[src/rtl/cpu_pkg.sv]
// cpu_pkg: shared definitions for the bus CPU control path.
// Holds the opcode constants, the ALU control encodings, the IR field
// positions, the instruction-class decode and the sequencer state enumeration.
package cpu_pkg;

  // IR field bit positions
  localparam int unsigned OP_MSB = 31;
  localparam int unsigned OP_LSB = 27;
  localparam int unsigned RA_MSB = 26;
  localparam int unsigned RA_LSB = 23;
  localparam int unsigned RB_MSB = 22;
  localparam int unsigned RB_LSB = 19;
  localparam int unsigned RC_MSB = 18;
  localparam int unsigned RC_LSB = 15;

  // Opcodes
  localparam logic [4:0] OP_ADD  = 5'b00000;
  localparam logic [4:0] OP_SUB  = 5'b00001;
  localparam logic [4:0] OP_AND  = 5'b00010;
  localparam logic [4:0] OP_OR   = 5'b00011;
  localparam logic [4:0] OP_SHR  = 5'b00100;
  localparam logic [4:0] OP_SHL  = 5'b00101;
  localparam logic [4:0] OP_ROR  = 5'b00110;
  localparam logic [4:0] OP_ROL  = 5'b00111;
  localparam logic [4:0] OP_MUL  = 5'b01000;
  localparam logic [4:0] OP_DIV  = 5'b01001;
  localparam logic [4:0] OP_NEG  = 5'b01010;
  localparam logic [4:0] OP_NOT  = 5'b01011;
  localparam logic [4:0] OP_HALT = 5'b11011;

  // ALU control encodings (equal to op[3:0] for every ALU opcode)
  typedef enum logic [3:0] {
    ALU_ADD = 4'd0,
    ALU_SUB = 4'd1,
    ALU_AND = 4'd2,
    ALU_OR  = 4'd3,
    ALU_SHR = 4'd4,
    ALU_SHL = 4'd5,
    ALU_ROR = 4'd6,
    ALU_ROL = 4'd7,
    ALU_MUL = 4'd8,
    ALU_DIV = 4'd9,
    ALU_NEG = 4'd10,
    ALU_NOT = 4'd11
  } alu_ctl_e;

  typedef enum logic [2:0] {
    CL_RRR,
    CL_MD,
    CL_UN,
    CL_HALT,
    CL_NOP
  } iclass_e;

  typedef enum logic [3:0] {
    S_RESET,
    S_T0,
    S_T1,
    S_WAIT,
    S_T2,
    S_T3,
    S_T4,
    S_T5,
    S_T6,
    S_HALT
  } state_e;

  function automatic iclass_e op_class(input logic [4:0] op);
    iclass_e c;
    if (op <= OP_ROL)                      c = CL_RRR;
    else if (op == OP_MUL || op == OP_DIV) c = CL_MD;
    else if (op == OP_NEG || op == OP_NOT) c = CL_UN;
    else if (op == OP_HALT)                c = CL_HALT;
    else                                   c = CL_NOP;
    return c;
  endfunction

endpackage

[src/rtl/reg_sel_decoder.sv]
// reg_sel_decoder: 4-to-16 one-hot register select with enable.
//   en_i     : enable; output is all-zero when low
//   sel_i    : register index R0..R15
//   onehot_o : one-hot select, bit n = Rn
module reg_sel_decoder (
  input  logic        en_i,
  input  logic [3:0]  sel_i,
  output logic [15:0] onehot_o
);

  always_comb begin
    onehot_o = '0;
    if (en_i) onehot_o[sel_i] = 1'b1;
  end

endmodule

[src/rtl/control_sequencer.sv]
// control_sequencer: hardwired control unit for the 32-bit bus datapath.
// Sequences fetch (T0-T2, with memory-wait) and execution of RRR ALU,
// multiply/divide, unary and halt instructions; other opcodes are nops.
//   clk, reset       : clock, async active-high reset
//   run              : start next instruction when high in T0
//   mem_ready        : memory read data valid (sampled in T1/WAIT)
//   ir               : instruction register value
//   *out/*in/IncPc/read, control : datapath strobes and ALU select
//   reg_out, reg_in  : one-hot R0..R15 bus drive / load
//   halted, mem_err  : in S_HALT / sticky memory-wait timeout
module control_sequencer
  import cpu_pkg::*;
#(
  parameter int unsigned MEM_WAIT_MAX = 15
) (
  input  logic        clk,
  input  logic        reset,
  input  logic        run,
  input  logic        mem_ready,
  input  logic [31:0] ir,
  output logic        PCout,
  output logic        PCin,
  output logic        MARin,
  output logic        MDRin,
  output logic        MDRout,
  output logic        IRin,
  output logic        Yin,
  output logic        Zin,
  output logic        IncPc,
  output logic        read,
  output logic        Zlowout,
  output logic        Zhighout,
  output logic        HIin,
  output logic        LOin,
  output logic [15:0] reg_out,
  output logic [15:0] reg_in,
  output logic [3:0]  control,
  output logic        halted,
  output logic        mem_err
);

  localparam int unsigned CW = (MEM_WAIT_MAX < 2) ? 1 : $clog2(MEM_WAIT_MAX + 1);

  state_e        state_q, state_d;
  logic [CW-1:0] cnt_q, cnt_d, cnt_inc;
  logic          mem_err_q, mem_err_d;

  logic [4:0] op;
  logic [3:0] ra, rb, rc;
  iclass_e    cls;
  logic       ro_en, ri_en;
  logic [3:0] ro_sel, ri_sel;
  logic       unused_ir_bits;

  assign op  = ir[OP_MSB:OP_LSB];
  assign ra  = ir[RA_MSB:RA_LSB];
  assign rb  = ir[RB_MSB:RB_LSB];
  assign rc  = ir[RC_MSB:RC_LSB];
  assign cls = op_class(op);
  assign unused_ir_bits = ^ir[RC_LSB-1:0];

  assign cnt_inc = cnt_q + CW'(1);

  always_ff @(posedge clk or posedge reset) begin
    if (reset) begin
      state_q   <= S_RESET;
      cnt_q     <= '0;
      mem_err_q <= 1'b0;
    end else begin
      state_q   <= state_d;
      cnt_q     <= cnt_d;
      mem_err_q <= mem_err_d;
    end
  end

  always_comb begin
    state_d   = state_q;
    cnt_d     = cnt_q;
    mem_err_d = mem_err_q;
    PCout = 1'b0; PCin = 1'b0; MARin = 1'b0; MDRin = 1'b0; MDRout = 1'b0;
    IRin = 1'b0; Yin = 1'b0; Zin = 1'b0; IncPc = 1'b0; read = 1'b0;
    Zlowout = 1'b0; Zhighout = 1'b0; HIin = 1'b0; LOin = 1'b0;
    control = '0;
    ro_en = 1'b0; ro_sel = '0;
    ri_en = 1'b0; ri_sel = '0;

    unique case (state_q)
      S_RESET: state_d = S_T0;
      S_T0: begin
        // Fetch strobes are qualified by run so an idle T0 never bumps the PC.
        if (run) begin
          PCout = 1'b1; MARin = 1'b1; IncPc = 1'b1; Zin = 1'b1;
          cnt_d   = '0;
          state_d = S_T1;
        end
      end
      S_T1: begin
        Zlowout = 1'b1; PCin = 1'b1; read = 1'b1; MDRin = 1'b1;
        state_d = mem_ready ? S_T2 : S_WAIT;
      end
      S_WAIT: begin
        read = 1'b1; MDRin = 1'b1;
        if (mem_ready) begin
          state_d = S_T2;
        end else begin
          cnt_d = cnt_inc;
          if (cnt_inc >= CW'(MEM_WAIT_MAX)) begin
            mem_err_d = 1'b1;
            state_d   = S_HALT;
          end
        end
      end
      S_T2: begin
        MDRout = 1'b1; IRin = 1'b1;
        state_d = S_T3;
      end
      S_T3: begin
        unique case (cls)
          CL_RRR:  begin ro_en = 1'b1; ro_sel = rb; Yin = 1'b1; state_d = S_T4; end
          CL_MD:   begin ro_en = 1'b1; ro_sel = ra; Yin = 1'b1; state_d = S_T4; end
          CL_UN: begin
            ro_en = 1'b1; ro_sel = rb; Zin = 1'b1; control = op[3:0];
            state_d = S_T4;
          end
          CL_HALT: state_d = S_HALT;
          default: state_d = S_T0;
        endcase
      end
      S_T4: begin
        unique case (cls)
          CL_RRR: begin
            ro_en = 1'b1; ro_sel = rc; Zin = 1'b1; control = op[3:0];
            state_d = S_T5;
          end
          CL_MD: begin
            ro_en = 1'b1; ro_sel = rb; Zin = 1'b1; control = op[3:0];
            state_d = S_T5;
          end
          CL_UN: begin
            Zlowout = 1'b1; ri_en = 1'b1; ri_sel = ra;
            state_d = S_T0;
          end
          default: state_d = S_T0;
        endcase
      end
      S_T5: begin
        unique case (cls)
          CL_RRR: begin
            Zlowout = 1'b1; ri_en = 1'b1; ri_sel = ra;
            state_d = S_T0;
          end
          CL_MD: begin
            Zlowout = 1'b1; LOin = 1'b1;
            state_d = S_T6;
          end
          default: state_d = S_T0;
        endcase
      end
      S_T6: begin
        Zhighout = 1'b1; HIin = 1'b1;
        state_d = S_T0;
      end
      S_HALT: state_d = S_HALT;
      default: state_d = S_RESET;
    endcase
  end

  assign halted  = (state_q == S_HALT);
  assign mem_err = mem_err_q;

  reg_sel_decoder u_out_dec (
    .en_i     (ro_en),
    .sel_i    (ro_sel),
    .onehot_o (reg_out)
  );

  reg_sel_decoder u_in_dec (
    .en_i     (ri_en),
    .sel_i    (ri_sel),
    .onehot_o (reg_in)
  );

endmodule

[config.mk]
export PLATFORM = sky130hd
export DESIGN_NAME = control_sequencer
export DESIGN_NICKNAME = d
export VERILOG_FILES = /design/src/rtl/cpu_pkg.sv /design/src/rtl/reg_sel_decoder.sv /design/src/rtl/control_sequencer.sv
export SDC_FILE = /design/constraint.sdc
export NUM_CORES = 1
export LEC_CHECK = 0
export ABC_AREA = 1
export BUFFER_PORTS_ARGS = -buffer_cell sky130_fd_sc_hd__buf_2
export CAP_MARGIN = 20
export CORE_MARGIN = 1
export CORE_UTILIZATION = 36
export CTS_CLUSTER_DIAMETER = 80
export DETAILED_ROUTE_END_ITERATION = 16
export PLACE_DENSITY = 0.76
export SLEW_MARGIN = 20
export SYNTH_ARGS = -nofsm -noshare
export SYNTH_HDL_FRONTEND = slang
export SYNTH_SLANG_ARGS = --single-unit
[constraint.sdc]
create_clock -name clk -period 1.5 [get_ports clk]
set_input_delay 0.075 -clock clk [delete_from_list [all_inputs] [get_ports clk]]
set_output_delay 0.075 -clock clk [all_outputs]
set_load 0.02 [all_outputs]
# Word level (Yosys, flattened, before mapping)
# Cells that the tools add are included.
[op_classes] add_sub_neg=1 magnitude_cmp=6 n_eq_ne=20 n_mux=47 n_bitwise=1 n_reduce_logical=15
[ops] operator="case mux 4 bit (2 select lines)" n=7
[ops] operator="2-to-1 mux 4 bit" n=10
[ops] operator="case mux 4 bit (9 select lines)" n=1
[ops] operator="2-to-1 mux 16 bit" n=2
[ops] operator="equality test 5 x 4 -> 1 bit, second input constant" n=4
[ops] operator="2-to-1 mux 3 bit" n=6
[ops] operator="equality test 4 x 3 -> 1 bit, second input constant" n=4
[ops] operator="2-to-1 mux 1 bit" n=15
[ops] operator="less-than comparator 4 x 5 -> 1 bit, second input constant" n=2
[ops] operator="demux 1 bit (select 4 bit)" n=2
[ops] operator="equality test 4 x 2 -> 1 bit, second input constant" n=2
[ops] operator="equality test 4 bit, second input constant" n=2
[ops] operator=">= comparator 4 x 1 -> 1 bit, second input constant" n=2
[ops] operator="OR reduction 2 bit" n=4
[ops] operator="equality test 3 x 2 -> 1 bit, second input constant" n=2
[ops] operator="case mux 1 bit (3 select lines)" n=2
[ops] operator="AND reduction 3 bit" n=2
[ops] operator="equality test 5 bit, second input constant" n=1
[ops] operator="<= comparator 5 x 3 -> 1 bit, second input constant" n=1
[ops] operator="adder 4 x 1 -> 4 bit, second input constant" n=1
[ops] operator="equality test 4 x 1 -> 1 bit, second input constant" n=1
[ops] operator=">= comparator 4 bit, second input constant" n=1
[ops] operator="zero test 4 bit" n=1
[ops] operator="inequality test 2 bit, second input constant" n=2
[ops] operator="10 further kinds" n=13
[totals] regBits=9 out_inout_bits=52

# Depth between registers and ports, before layout
[logic_depth] word_depth=14 depth_mapped=11 mapped_depth_nobuf=11

# Hierarchy
# Synthesis repeated with hierarchy kept, for this count alone.
[hier_totals] hier_cells=233 hier_area_um2=1275.0
[by_module_without_submodules] module="control_sequencer" n_inst=1 cells_each=173 area_per_inst_um2=1038.5
[by_module_without_submodules] module="reg_sel_decoder at u_out_dec" n_inst=1 cells_each=32 area_per_inst_um2=126.4
[by_module_without_submodules] module="reg_sel_decoder at u_in_dec" n_inst=1 cells_each=28 area_per_inst_um2=110.1

# Worst setup path after synthesis
# OpenSTA, ideal clock, no wires.
[synth_timing] kind="register to output" from="reg state_q[0]" to="out reg_out[10]" t_arrival_ns=1.572 required_time_ns=1.425 setup_slack_ns=-0.147 path_stages_with_launch=8 path_buffers=0 cell_sequence="dfrtp_1 inv_1 nor2_1 nand2_1 clkinv_1 a21oi_1 nand2_1 nor2_1"
[synth_via] elab_chain_len=7 word_cells_on_any_way=10 cone_classes="2 x order compare; 2 x eq/ne; 5 x mux; 1 x reduce/logical"
[synth_lines] element="start: declaration" line_no="control_sequencer.sv:44" text="state_e state_q, state_d;"
[synth_lines] element="start signal: assignment" line_no="control_sequencer.sv:70" text="state_q <= state_d;"
[synth_lines] element="equality test 4 x 3 -> 1 bit" line_no="control_sequencer.sv:87" text="unique case (state_q)"
[synth_lines] element="case mux 4 bit (2 select lines)" line_no="control_sequencer.sv:87"
[synth_lines] element="less-than comparator 4 x 5 -> 1 bit (implied by the code) or >= comparator 4 x 1 -> 1 bit (tied branches)" line_no="reg_sel_decoder.sv:13" text="if (en_i) onehot_o[sel_i] = 1'b1;"
[synth_lines] element="logical AND 1 bit (implied by the code)" line_no="reg_sel_decoder.sv:13"
[synth_lines] element="2-to-1 mux 1 bit (implied by the code)" line_no="reg_sel_decoder.sv:13"
[synth_lines] element="demux 1 bit (select 4 bit)"
[synth_lines] element="2-to-1 mux 16 bit *" line_no="reg_sel_decoder.sv:13"
[synth_lines] element="end: declaration" line_no="control_sequencer.sv:35" text="output logic [15:0] reg_out,"
# Every way passes the cells marked *; elsewhere a longest branch is shown, timed or not.

# Worst setup path in the final report
[layout_timing] from="reg state_q[2]" to="out reg_in[12]"
[layout_via] elab_chain_len=7 word_cells_on_any_way=10 cone_classes="2 x order compare; 2 x eq/ne; 5 x mux; 1 x reduce/logical"
[layout_lines] element="equality test 4 x 3 -> 1 bit" line_no="control_sequencer.sv:87"
[layout_lines] element="case mux 4 bit (2 select lines)" line_no="control_sequencer.sv:87"
[layout_lines] element="less-than comparator 4 x 5 -> 1 bit (implied by the code) or >= comparator 4 x 1 -> 1 bit (tied branches)" line_no="reg_sel_decoder.sv:13"
[layout_lines] element="logical AND 1 bit (implied by the code)" line_no="reg_sel_decoder.sv:13"
[layout_lines] element="2-to-1 mux 1 bit (implied by the code)" line_no="reg_sel_decoder.sv:13"
[layout_lines] element="demux 1 bit (select 4 bit)"
[layout_lines] element="2-to-1 mux 16 bit *" line_no="reg_sel_decoder.sv:13"
[layout_lines] element="end: declaration" line_no="control_sequencer.sv:36" text="output logic [15:0] reg_in,"
# Marked as above.

==> reports/metrics.yaml <==
worst_setup_path:
  timing.rr.end: "cnt_q[2]$_DFFE_PP0P_"
  reg2reg_depth: 9
  setup.worst_path.start: "state_q[2]$_DFFE_PP0P_"
  reg2reg_slack_ns: -0.41
  arrival_ns: 2.30
  path_cells: "inv_2 > nor2_4 > inv_4 > nor3_4 > nand2_4 > o21ai_4 > nand4_1 > nor2_1 > buf_4"
  max_stage_delay_ns: 0.37
  crit_required_ns: 1.42
  slowest_stage: "dfrtp_1"
  r2r-start: "state_q[3]$_DFFE_PP0P_"
  worstSetupPathType: "flop to primary output"
  critPathLaunchType: "flop"
  end_kind: "primary output"
  crit_fanout: 5
power_and_ir_drop:
  p_seq_share_pct: 15.1
  cellLeakagePower_nw: 1.373
  clkPwrFrac_pct: 7.2
  internal_power_mw: 1.301
  power.density_nw_per_um2: 992.3
  power.switching_mw: 1.585
  peakVddDrop_mv: 1.141
  switching_share_pct: 54.92
  p_comb_share_pct: 77.7
final_layout:
  final_common_cell: "buf_6"
  fin_nets: 372
  fillers: 96
  area_growth_pct: 142.9
  layout_common_cells: "buf_6 (46), buf_4 (45), nand2_1 (32), nor2_4 (31), buf_2 (24)"
  stdcell_count: 377
  n_antenna_cell: 0
  drive_gt1_share_pct: 65.17
min_path:
  holdPathStages: 2
  worstHoldPathType: "primary input to flop"
  hold_start: "run"
  worstHoldEndpoint: "state_q[0]$_DFFE_PP0P_"
sta:
  clock_skew_ns: 0.01264
  slew_headroom_pct: 61.13
  min_period_ns: 2.371
  period_share_pct: 158.1
  worst_pin_slew_ns: 0.5769
  fmax_ghz: 0.4217
  hold_slack_ns: 0.08874
  finalHoldViolCount: 0
  finalSetupViolations: 60
  layout_setup_ws_ns: -0.8714
  slew_viol_final: 0
  rsz0062_at_grt: "true"
detailed_routing:
  drtIter0Drc: 247
  dr.pass1.iters: 5
  drt_wl_total_mm: 8.346
  post-route-drc-count: 0
  ant_nets: 0
  wl_per_cell_um: 22.14
  viasPerCell: 6.032
  vias: 2274
floorplan:
  die_area_um2: 3561
  die_w_um: 59.67
  top_level_ports: 88
  start_util_pct: 38.59
  die_y_um: 59.67
  core_area_um2: 3103
  num_rows: 20
placement:
  port_buffers: 72
  place_hpwl_mm: 3.380
  dp_cells: 357
  dp_slack_ns: -0.1910
  globalplace.congestion: 0.8686
global_routing:
  antenna_found_initial: 0
  grt_max_degree: 10
  first_global_vias: 1778
  grt_pass1_wl_mm: 7.921
  grt_remaining_overflow: 0
  grt_use_total_pct: 29.99
synthesis:
  synth_cell_types: 28
  avgSynthCellArea_um2: 5.595
  synth_fp_nets: 252
  synth.cell_area_um2: 1197
  synthCells: 214
  yosysWarnings: 0
  ys_seq_area_share_pct: 18.81
  ys_ff_latch: 9
cts:
  cts_tree: "built"
  clk_path_buf_depth: 2
  clk_pin_slew_ns: 0.07
  htreeDepth: 1
  cts_buffers: 3
  cts-root-buf: "clkbuf_4"
  clk_latency_ns: 0.29
  clock-sinks: 9
status:
  violations: "negative setup slack"
  status: "finished, violations left"
run:
  drv_cap: 0
area by class of cell:
type / count / area [µm²] / area share [%]
inverter: 32 / 145.1 / 4.989
clock buffer: 4 / 26.28 / 0.9032
multi-input combinational: 169 / 1426 / 49.03
tap: 44 / 55.05 / 1.892
timing repair inverter: 1 / 5.005 / 0.1720
sequential: 9 / 225.2 / 7.742
timing repair buffer: 118 / 1026 / 35.27
synthesized netlist by cell type, drive strengths merged:
| library cell | count | area, µm² |
|---|---|---|
| xnor2 | 1 | 8.760 |
| or2 | 1 | 6.260 |
| a22oi | 1 | 7.510 |
| o22ai | 2 | 12.51 |
| o21ai | 11 | 66.32 |
| inv | 31 | 116.4 |
| o211ai | 2 | 15.01 |
| nor3 | 6 | 41.29 |
| xor2 | 1 | 8.760 |
| a21boi | 1 | 7.510 |
| o21bai | 1 | 7.510 |
| nor2 | 53 | 221.5 |
| dfrtp | 9 | 225.2 |
| nand2 | 56 | 215.2 |
| ha | 2 | 25.02 |
| nand3 | 21 | 117.6 |
| buf | 5 | 37.54 |
| a21oi | 5 | 28.78 |
| clkinv | 1 | 3.750 |
| nand4 | 4 | 25.02 |
critical path: cells and delay by family, from the launching register on:
| kind | cells | cell delay, ns |
|---|---|---|
| and+or+nand+nor | 5 | 1.18 |
| buffers and inverters | 3 | 0.31 |
| DFF | 1 | 0.37 |
| AOI/OAI and AO/OA | 1 | 0.13 |
flip-flops by register name, indices dropped and copies added (netlist names):
register  cells
cnt_q         4
mem_err       1
state_q       4
through the flow:
stage | utilization (%) | area (µm²) | TNS (ns) | total power, mW
after floorplan | - | 1405 | -1.878 | 1.259
after global placement | 65.60 | 2036 | -3.862 | 1.696
after detailed placement | 65.60 | 2036 | -5.439 | 1.727
after CTS | 77.86 | 2416 | -15.21 | 2.204
after global routing | 93.75 | 2909 | -36.13 | 3.010
final | 93.75 | 2909 | -31.31 | 2.887
worst max path at each step:
stage | endpoint | slack [ns] | cells past startpoint
final | reg_in[12] | -0.87 | 9
after global routing | reg_in[12] | -1.02 | 9
after CTS | reg_in[3] | -0.45 | 8
after detailed placement | reg_out[10] | -0.19 | 10
after global placement | reg_out[9] | -0.15 | 9
after floorplan | reg_in[13] | -0.12 | 7
routing by layer:
metal / part of all wire (%) / global-route usage (%)
met4: 9.1 / 13.95
met5: 0 / 0
met3: 12 / 4.978
met1: 33 / 33.69
met2: 46 / 54.60
power groups by stage:
stage	clock [mW]	combinational, mW	sequential (mW)
CTS	0.197	1.61	0.401
global placement	0	1.29	0.402
floorplan	0	0.853	0.406
detailed placement	0	1.32	0.403
global route	0.219	2.35	0.437
finish	0.207	2.24	0.435
cells by family after synthesis:
group / count (synthesis) / share of synthesized area, %
AO/OA/AOI/OAI: 23 / 12.12
buffers and inverters: 37 / 13.17
flip-flops: 9 / 18.81
adder cells (fa/ha/maj): 2 / 2.090
AND/OR/NAND/NOR: 141 / 52.35
XOR/XNOR: 2 / 1.463
repair_timing:
action	in CTS	in global routing
endpoints found under the setup margin	47	57
gates cloned	2	0
resized for setup	76	119
hold buffers	1	0
setup buffers	6	8
hold endpoints to repair	9	0
pin swaps	10	32
Power figures use the tool's default switching activity.
